==> src/rtl/hazard_ctrl_pkg.sv <==
// ---------------------------------------------------------------------------
// hazard_ctrl_pkg
// Shared definitions for the pipeline hazard controller:
//   - ResultSrc encodings seen in the EX stage
//   - EX operand forwarding select encodings
//   - data-memory handshake FSM states
//   - fwd_select(): forwarding priority for one EX source operand
// ---------------------------------------------------------------------------
package hazard_ctrl_pkg;

    // EX result select encodings (ResultSrcE)
    localparam logic [1:0] RES_ALU = 2'b00;
    localparam logic [1:0] RES_MEM = 2'b01;
    localparam logic [1:0] RES_PC4 = 2'b10;
    localparam logic [1:0] RES_IMM = 2'b11;

    // Forwarding mux selects for the EX operands
    typedef enum logic [1:0] {
        FWD_RF  = 2'b00,
        FWD_WB  = 2'b01,
        FWD_MEM = 2'b10
    } fwd_sel_e;

    // Data-memory handshake FSM
    typedef enum logic {
        MEM_IDLE = 1'b0,
        MEM_WAIT = 1'b1
    } mem_state_e;

    // The younger producer (MEM) wins over the older one (WB); x0 is never
    // forwarded because it is hard-wired to zero.
    function automatic fwd_sel_e fwd_select(
        input logic [4:0] rs,
        input logic [4:0] rd_m,
        input logic       wr_m,
        input logic [4:0] rd_w,
        input logic       wr_w
    );
        if (wr_m && (rd_m != 5'd0) && (rd_m == rs)) begin
            return FWD_MEM;
        end else if (wr_w && (rd_w != 5'd0) && (rd_w == rs)) begin
            return FWD_WB;
        end else begin
            return FWD_RF;
        end
    endfunction

endpackage

==> src/rtl/hazard_mem_fsm.sv <==
// ---------------------------------------------------------------------------
// hazard_mem_fsm
// Request/acknowledge handshake to a variable-latency data memory with an
// optional wait timeout and a sticky error flag.
//
// Ports:
//   clk, rst        clock, asynchronous active-high reset
//   mem_access_i    MEM stage holds a load or store
//   mem_ack_i       memory completes the access this cycle
//   mem_req_o       request to the data memory (0 while rst is high)
//   mem_err_o       sticky timeout flag
//
// Parameter TIMEOUT: WAIT cycles allowed before the access is abandoned;
// 0 disables the timeout.
// ---------------------------------------------------------------------------
import hazard_ctrl_pkg::*;

module hazard_mem_fsm #(
    parameter int TIMEOUT = 16
) (
    input  logic clk,
    input  logic rst,
    input  logic mem_access_i,
    input  logic mem_ack_i,
    output logic mem_req_o,
    output logic mem_err_o
);

    localparam int                WAIT_W    = $clog2(TIMEOUT + 2);
    localparam logic [WAIT_W-1:0] TIMEOUT_V = WAIT_W'(TIMEOUT);

    mem_state_e        state_q, state_d;
    logic [WAIT_W-1:0] wait_cnt_q, wait_cnt_d;
    logic              err_q, err_d;
    logic              abort_q, abort_d;
    logic              mem_req;

    // NOTE: sequential state uses non-blocking assignments so every register
    // samples the values from before the edge, independent of block order.
    always_ff @(posedge clk or posedge rst) begin
        if (rst) begin
            state_q    <= MEM_IDLE;
            wait_cnt_q <= '0;
            err_q      <= 1'b0;
            abort_q    <= 1'b0;
        end else begin
            state_q    <= state_d;
            wait_cnt_q <= wait_cnt_d;
            err_q      <= err_d;
            abort_q    <= abort_d;
        end
    end

    // NOTE: every signal driven here gets a default first, so no path leaves
    // one unassigned and no latch is inferred.
    always_comb begin
        state_d    = state_q;
        wait_cnt_d = wait_cnt_q;
        err_d      = err_q;
        abort_d    = 1'b0;
        mem_req    = 1'b0;

        unique case (state_q)
            MEM_IDLE: begin
                // abort_q masks the request for the one cycle after a
                // timeout, which releases the stalled pipeline instead of
                // re-issuing the abandoned access.
                mem_req = mem_access_i & ~abort_q;
                if (mem_req && !mem_ack_i) begin
                    state_d    = MEM_WAIT;
                    wait_cnt_d = WAIT_W'(1);
                end
            end
            MEM_WAIT: begin
                mem_req = 1'b1;
                if (mem_ack_i) begin
                    state_d    = MEM_IDLE;
                    wait_cnt_d = '0;
                end else if ((TIMEOUT != 0) && (wait_cnt_q == TIMEOUT_V)) begin
                    state_d    = MEM_IDLE;
                    wait_cnt_d = '0;
                    err_d      = 1'b1;
                    abort_d    = 1'b1;
                end else if (TIMEOUT != 0) begin
                    wait_cnt_d = wait_cnt_q + WAIT_W'(1);
                end
            end
            default: state_d = MEM_IDLE;
        endcase
    end

    // Reset must drop the request immediately, even if MEM still holds an access.
    assign mem_req_o = mem_req & ~rst;
    assign mem_err_o = err_q;

endmodule

==> src/rtl/hazard_ctrl.sv <==
// ---------------------------------------------------------------------------
// hazard_ctrl
// Hazard control for a 5-stage pipeline: EX operand forwarding, load-use and
// memory-wait stalls, branch flushes, data-memory handshake and saturating
// stall/flush performance counters.
//
// Ports:
//   clk, rst                         clock, asynchronous active-high reset
//   rs1_d_i, rs2_d_i                 source registers in ID
//   rs1_e_i, rs2_e_i, rd_e_i         source/destination registers in EX
//   result_src_e_i                   EX result select (RES_MEM = load)
//   pc_src_e_i                       taken branch/jump resolved in EX
//   rd_m_i, reg_write_m_i            MEM destination and write enable
//   mem_access_m_i                   MEM holds a load or store
//   rd_w_i, reg_write_w_i            WB destination and write enable
//   mem_ack_m_i                      data memory completes the access
//   mem_req_m_o                      data memory request
//   stall_f_o/_d_o/_e_o/_m_o         hold the stage register
//   flush_d_o/_e_o/_w_o              synchronous clear of the stage register
//   forward_ae_o, forward_be_o       EX operand forwarding selects
//   mem_err_o                        sticky memory-timeout flag
//   stall_cnt_o, flush_cnt_o         saturating performance counters
// ---------------------------------------------------------------------------
import hazard_ctrl_pkg::*;

module hazard_ctrl #(
    parameter int TIMEOUT = 16,
    parameter int CNT_W   = 32
) (
    input  logic             clk,
    input  logic             rst,
    input  logic [4:0]       rs1_d_i,
    input  logic [4:0]       rs2_d_i,
    input  logic [4:0]       rs1_e_i,
    input  logic [4:0]       rs2_e_i,
    input  logic [4:0]       rd_e_i,
    input  logic [1:0]       result_src_e_i,
    input  logic             pc_src_e_i,
    input  logic [4:0]       rd_m_i,
    input  logic             reg_write_m_i,
    input  logic             mem_access_m_i,
    input  logic [4:0]       rd_w_i,
    input  logic             reg_write_w_i,
    input  logic             mem_ack_m_i,
    output logic             mem_req_m_o,
    output logic             stall_f_o,
    output logic             stall_d_o,
    output logic             stall_e_o,
    output logic             stall_m_o,
    output logic             flush_d_o,
    output logic             flush_e_o,
    output logic             flush_w_o,
    output logic [1:0]       forward_ae_o,
    output logic [1:0]       forward_be_o,
    output logic             mem_err_o,
    output logic [CNT_W-1:0] stall_cnt_o,
    output logic [CNT_W-1:0] flush_cnt_o
);

    logic             lw_stall;
    logic             mem_stall;
    logic [CNT_W-1:0] stall_cnt_q, stall_cnt_d;
    logic [CNT_W-1:0] flush_cnt_q, flush_cnt_d;

    hazard_mem_fsm #(
        .TIMEOUT(TIMEOUT)
    ) u_mem_fsm (
        .clk         (clk),
        .rst         (rst),
        .mem_access_i(mem_access_m_i),
        .mem_ack_i   (mem_ack_m_i),
        .mem_req_o   (mem_req_m_o),
        .mem_err_o   (mem_err_o)
    );

    assign forward_ae_o = fwd_select(rs1_e_i, rd_m_i, reg_write_m_i, rd_w_i, reg_write_w_i);
    assign forward_be_o = fwd_select(rs2_e_i, rd_m_i, reg_write_m_i, rd_w_i, reg_write_w_i);

    assign lw_stall  = (result_src_e_i == RES_MEM) && (rd_e_i != 5'd0) &&
                       ((rd_e_i == rs1_d_i) || (rd_e_i == rs2_d_i));
    assign mem_stall = mem_req_m_o & ~mem_ack_m_i;

    always_comb begin
        stall_f_o = 1'b0;
        stall_d_o = 1'b0;
        stall_e_o = 1'b0;
        stall_m_o = 1'b0;
        flush_d_o = 1'b0;
        flush_e_o = 1'b0;
        flush_w_o = 1'b0;

        if (rst) begin
            // Stage controls stay quiet while reset is held.
        end else if (mem_stall) begin
            // Freeze everything up to MEM and push a bubble into WB. ID and EX
            // are not flushed, so a branch or load there is re-evaluated once
            // the memory releases the pipeline.
            stall_f_o = 1'b1;
            stall_d_o = 1'b1;
            stall_e_o = 1'b1;
            stall_m_o = 1'b1;
            flush_w_o = 1'b1;
        end else begin
            // A taken branch kills the load-use pair in ID, so the fetch
            // stage must not be held: the PC has to take the target now.
            stall_f_o = lw_stall & ~pc_src_e_i;
            stall_d_o = lw_stall & ~pc_src_e_i;
            flush_d_o = pc_src_e_i;
            flush_e_o = lw_stall | pc_src_e_i;
        end
    end

    // Saturating counters: hold at all-ones instead of wrapping.
    always_comb begin
        stall_cnt_d = stall_cnt_q;
        flush_cnt_d = flush_cnt_q;
        if (stall_f_o && (stall_cnt_q != '1)) begin
            stall_cnt_d = stall_cnt_q + CNT_W'(1);
        end
        if (flush_d_o && (flush_cnt_q != '1)) begin
            flush_cnt_d = flush_cnt_q + CNT_W'(1);
        end
    end

    always_ff @(posedge clk or posedge rst) begin
        if (rst) begin
            stall_cnt_q <= '0;
            flush_cnt_q <= '0;
        end else begin
            stall_cnt_q <= stall_cnt_d;
            flush_cnt_q <= flush_cnt_d;
        end
    end

    assign stall_cnt_o = stall_cnt_q;
    assign flush_cnt_o = flush_cnt_q;

endmodule
==> config.mk <==
export PLATFORM = sky130hd
export DESIGN_NAME = hazard_ctrl
export DESIGN_NICKNAME = d
export VERILOG_FILES = /design/src/rtl/hazard_ctrl_pkg.sv /design/src/rtl/hazard_mem_fsm.sv /design/src/rtl/hazard_ctrl.sv
export SDC_FILE = /design/constraint.sdc
export NUM_CORES = 1
export LEC_CHECK = 0
export ABC_AREA = 1
export CAP_MARGIN = 20
export CELL_PAD_IN_SITES_DETAIL_PLACEMENT = 0
export CELL_PAD_IN_SITES_GLOBAL_PLACEMENT = 1
export CORE_MARGIN = 1
export CORE_UTILIZATION = 35
export CTS_CLUSTER_DIAMETER = 40
export DETAILED_ROUTE_END_ITERATION = 16
export PLACE_DENSITY = 0.83
export SLEW_MARGIN = 30
export SYNTH_ARGS = -nofsm -noshare
export SYNTH_HDL_FRONTEND = slang
export SYNTH_SLANG_ARGS = --single-unit
export TNS_END_PERCENT = 20
==> constraint.sdc <==
create_clock -name clk -period 3.9 [get_ports clk]
set_input_delay 0.585 -clock clk [delete_from_list [all_inputs] [get_ports clk]]
set_output_delay 0.585 -clock clk [all_outputs]
set_load 0.01 [all_outputs]
==> out/qor.yml <==
worst_hold_path:
  min_from: "u_mem_fsm.mem_err_o"
  hp-class: "reg -> reg"
  holdPathStages: 1
  min_to: "u_mem_fsm.mem_err_o"
final_layout:
  final_area_um2: 6880
  drive_above_1_share_pct: 7.34
  layout.nets: 928
  insertedDiodeCount: 0
  final_cells: 1069
  area_growth_pct: 31.4
power_and_ir_drop:
  power.density_nw_per_um2: 339
  power_frac_clock_pct: 40.7
  vdd_drop_max_mv: 0.260
  p_sw_mw: 0.665
  switching_share_pct: 28.5
  p_int_mw: 1.67
  p_seq_share_pct: 38.4
  combPwrFrac_pct: 20.9
  power_leakage_nw: 3.10
placement:
  placed_area_um2: 6540
  dp.cells: 1053
  port-buffer-count: 120
  place_congestion: 0.813
  dp_hpwl_mm: 11.0
setup_path:
  path_max_fanout: 3
  cp_cell_sequence: "clkdlybuf4s50_1, nor2_1, nand2_1, o21ai_0, nor4_1, clkdlybuf4s50_1"
  rr_startpoint: "stall_cnt_o[0]"
  reg2reg_slack_ns: 1.48
  worst-setup-path-type: "in -> out"
  critPathCaptureType: "output pin"
  cpMaxStageDelayCell: "clkdlybuf4s50_1"
  crit_path_frequent_cell: "clkdlybuf4s50_1"
  r2r_cells: 9
  cp.arrival_ns: 2.37
  max_stage_delay_ns: 0.63
  required_ns: 3.31
  critPathLaunchType: "input pin"
  regToRegEndpoint: "stall_cnt_o[14]"
detailed_routing:
  ant_nets: 0
  routed_wl_mm: 14.3
  drt-wirelength-per-cell_um: 13.4
  vias: 4985
  vias_per_cell: 4.66
  dr.first_iter.drc_count: 251
  drc: 0
  first_pass_iters: 4
timing:
  worst_pin_slew_ns: 0.680
  setup_viol_count_final: 0
  hold_viol: 0
  min_period_ns: 2.95
  slew_headroom_pct: 54.7
  drv_slew: 0
  fin_worst_skew_ns: 0.00837
  rsz0062_at_grt: "no"
  period_share_pct: 75.7
  finalSetupTns_ns: 0
  timing.hold.ws_ns: 0.468
  max_freq_mhz: 339
synthesis:
  synthTopCellsByArea: "dfrtp_1 34%, nand2_1 21%, xor2_1 6.5%"
  ys_seq_area_share_pct: 34.4
  yosysTopAreaCellShare_pct: 34.4
  ys.flop_type: "dfrtp_1"
  async_flop_share_pct: 100
  ys_ff_latch: 72
  syn_avg_cell_area_um2: 6.84
  syn_nets: 813
  synth_edf_count: 0
  synth_common_cells: "295 x nand2_1, 77 x nor2_1, 75 x inv_1"
  yosysTopAreaCell: "dfrtp_1"
  ys_types: 29
  syn_inst: 765
  synth_warnings: 0
  synth.most_common_cell: "nand2_1"
  syn_area_um2: 5240
global_routing:
  grt.total_usage_pct: 19.7
  antenna_found_initial: 0
  gr-total-overflow: 0
  grt_pass1_wl_mm: 24.4
  grt_pass1_vias: 4908
  grt_start_max_net_pins: 73
cts:
  clk-insertion-delay-late_ns: 0.35
  cts_sinks: 72
  clk_path_buf_depth: 2
  htree_levels: 3
  cts_hold_buf: 0
  root_buffer: "clkbuf_16"
  cts-buffers-inserted: 9
  cts_tree: "built"
  cts.reportedPaths.clkPinSlew_ns: 0.06
  post_cts_buffers: 0
  cts_resized: 0
die:
  start_util_pct: 35.9
  die_h_um: 124
  io_pins: 121
  coreArea_um2: 14600
  die_area_um2: 15500
  rows: 44
  fp.dieW_um: 124
job:
  cap_viol_max_count: 0
status:
  outcome: "complete, no violations"
cell type report:
type,count,area [um2]
sequential,72,1800
tap,184,230
clock buffer,9,225
clock inverter,7,110
timing repair buffer,123,1230
fill,1499,7710
inverter,82,309
multi-input combinational,592,2980
state kept, by name (all words and copies together) (netlist names):
signal                cells
stall_cnt_o              32
u_mem_fsm.wait_cnt_q      5
u_mem_fsm.state_q         1
u_mem_fsm.abort_q         1
flush_cnt_o              32
u_mem_fsm.mem_err_o       1
per-stage QoR:
step	utilization, %	power [mW]	setup slack (ns)
floorplan	-	1.16	0.700
global placement	44.8	1.40	0.935
detailed placement	44.8	1.40	0.896
CTS	47.1	2.37	0.938
global route	47.2	2.46	0.830
finish	47.2	2.33	0.949
placed cells by master (no fill, tap or decap), types with 23 or more instances in the layout:
master           synthesis  final
clkdlybuf4s50_1          0    120
nand3_2                 23     23
inv_1                   75     74
nand3_1                 36     36
nor3_1                  28     28
xnor2_1                 25     25
nor2_1                  77     77
dfrtp_1                 72     72
nand2_1                295    295
xor2_1                  39     39
power groups by stage:
stage / logic, mW / registers, mW / clock network [mW]
floorplan: 0.239 / 0.919 / 0
global placement: 0.488 / 0.909 / 0
CTS: 0.495 / 0.898 / 0.973
finish: 0.487 / 0.897 / 0.950
global route: 0.541 / 0.910 / 1.00
detailed placement: 0.492 / 0.911 / 0
cell families after synthesis:
family / Yosys count / share of synthesized area, %
and+or+nand+nor: 500 / 42.8
buffers and inverters: 101 / 8.75
DFF: 72 / 34.4
xor gates and xnor gates: 64 / 10.7
AOI/OAI and AO/OA: 24 / 2.41
adders and majority gates: 4 / 0.956
worst max-delay path by stage:
stage / start / end / cells past startpoint
floorplan: rst / flush_e_o / 3
global placement: rd_m_i[2] / forward_ae_o[1] / 6
detailed placement: rd_e_i[1] / stall_cnt_o[31] / 13
CTS: rd_m_i[2] / forward_ae_o[1] / 6
global route: rd_m_i[2] / forward_ae_o[1] / 6
finish: rd_m_i[2] / forward_ae_o[1] / 6
per-layer routing:
metal | up-vias | global-route usage, % | wire, um
met5 | - | 0 | 0
met4 | 0 | 6.66 | 296
met3 | 24 | 4.81 | 531
met2 | 97 | 32.6 | 6850
met1 | 2247 | 24.9 | 6660
li1 | 2617 | - | -
worst max-delay path: cells and delay by family:
family,cells,cell delay (ns)
buf+inv,2,1.16
simple gates,3,0.51
compound gates,1,0.10
Note: power is estimated with default switching activity, not from simulation.
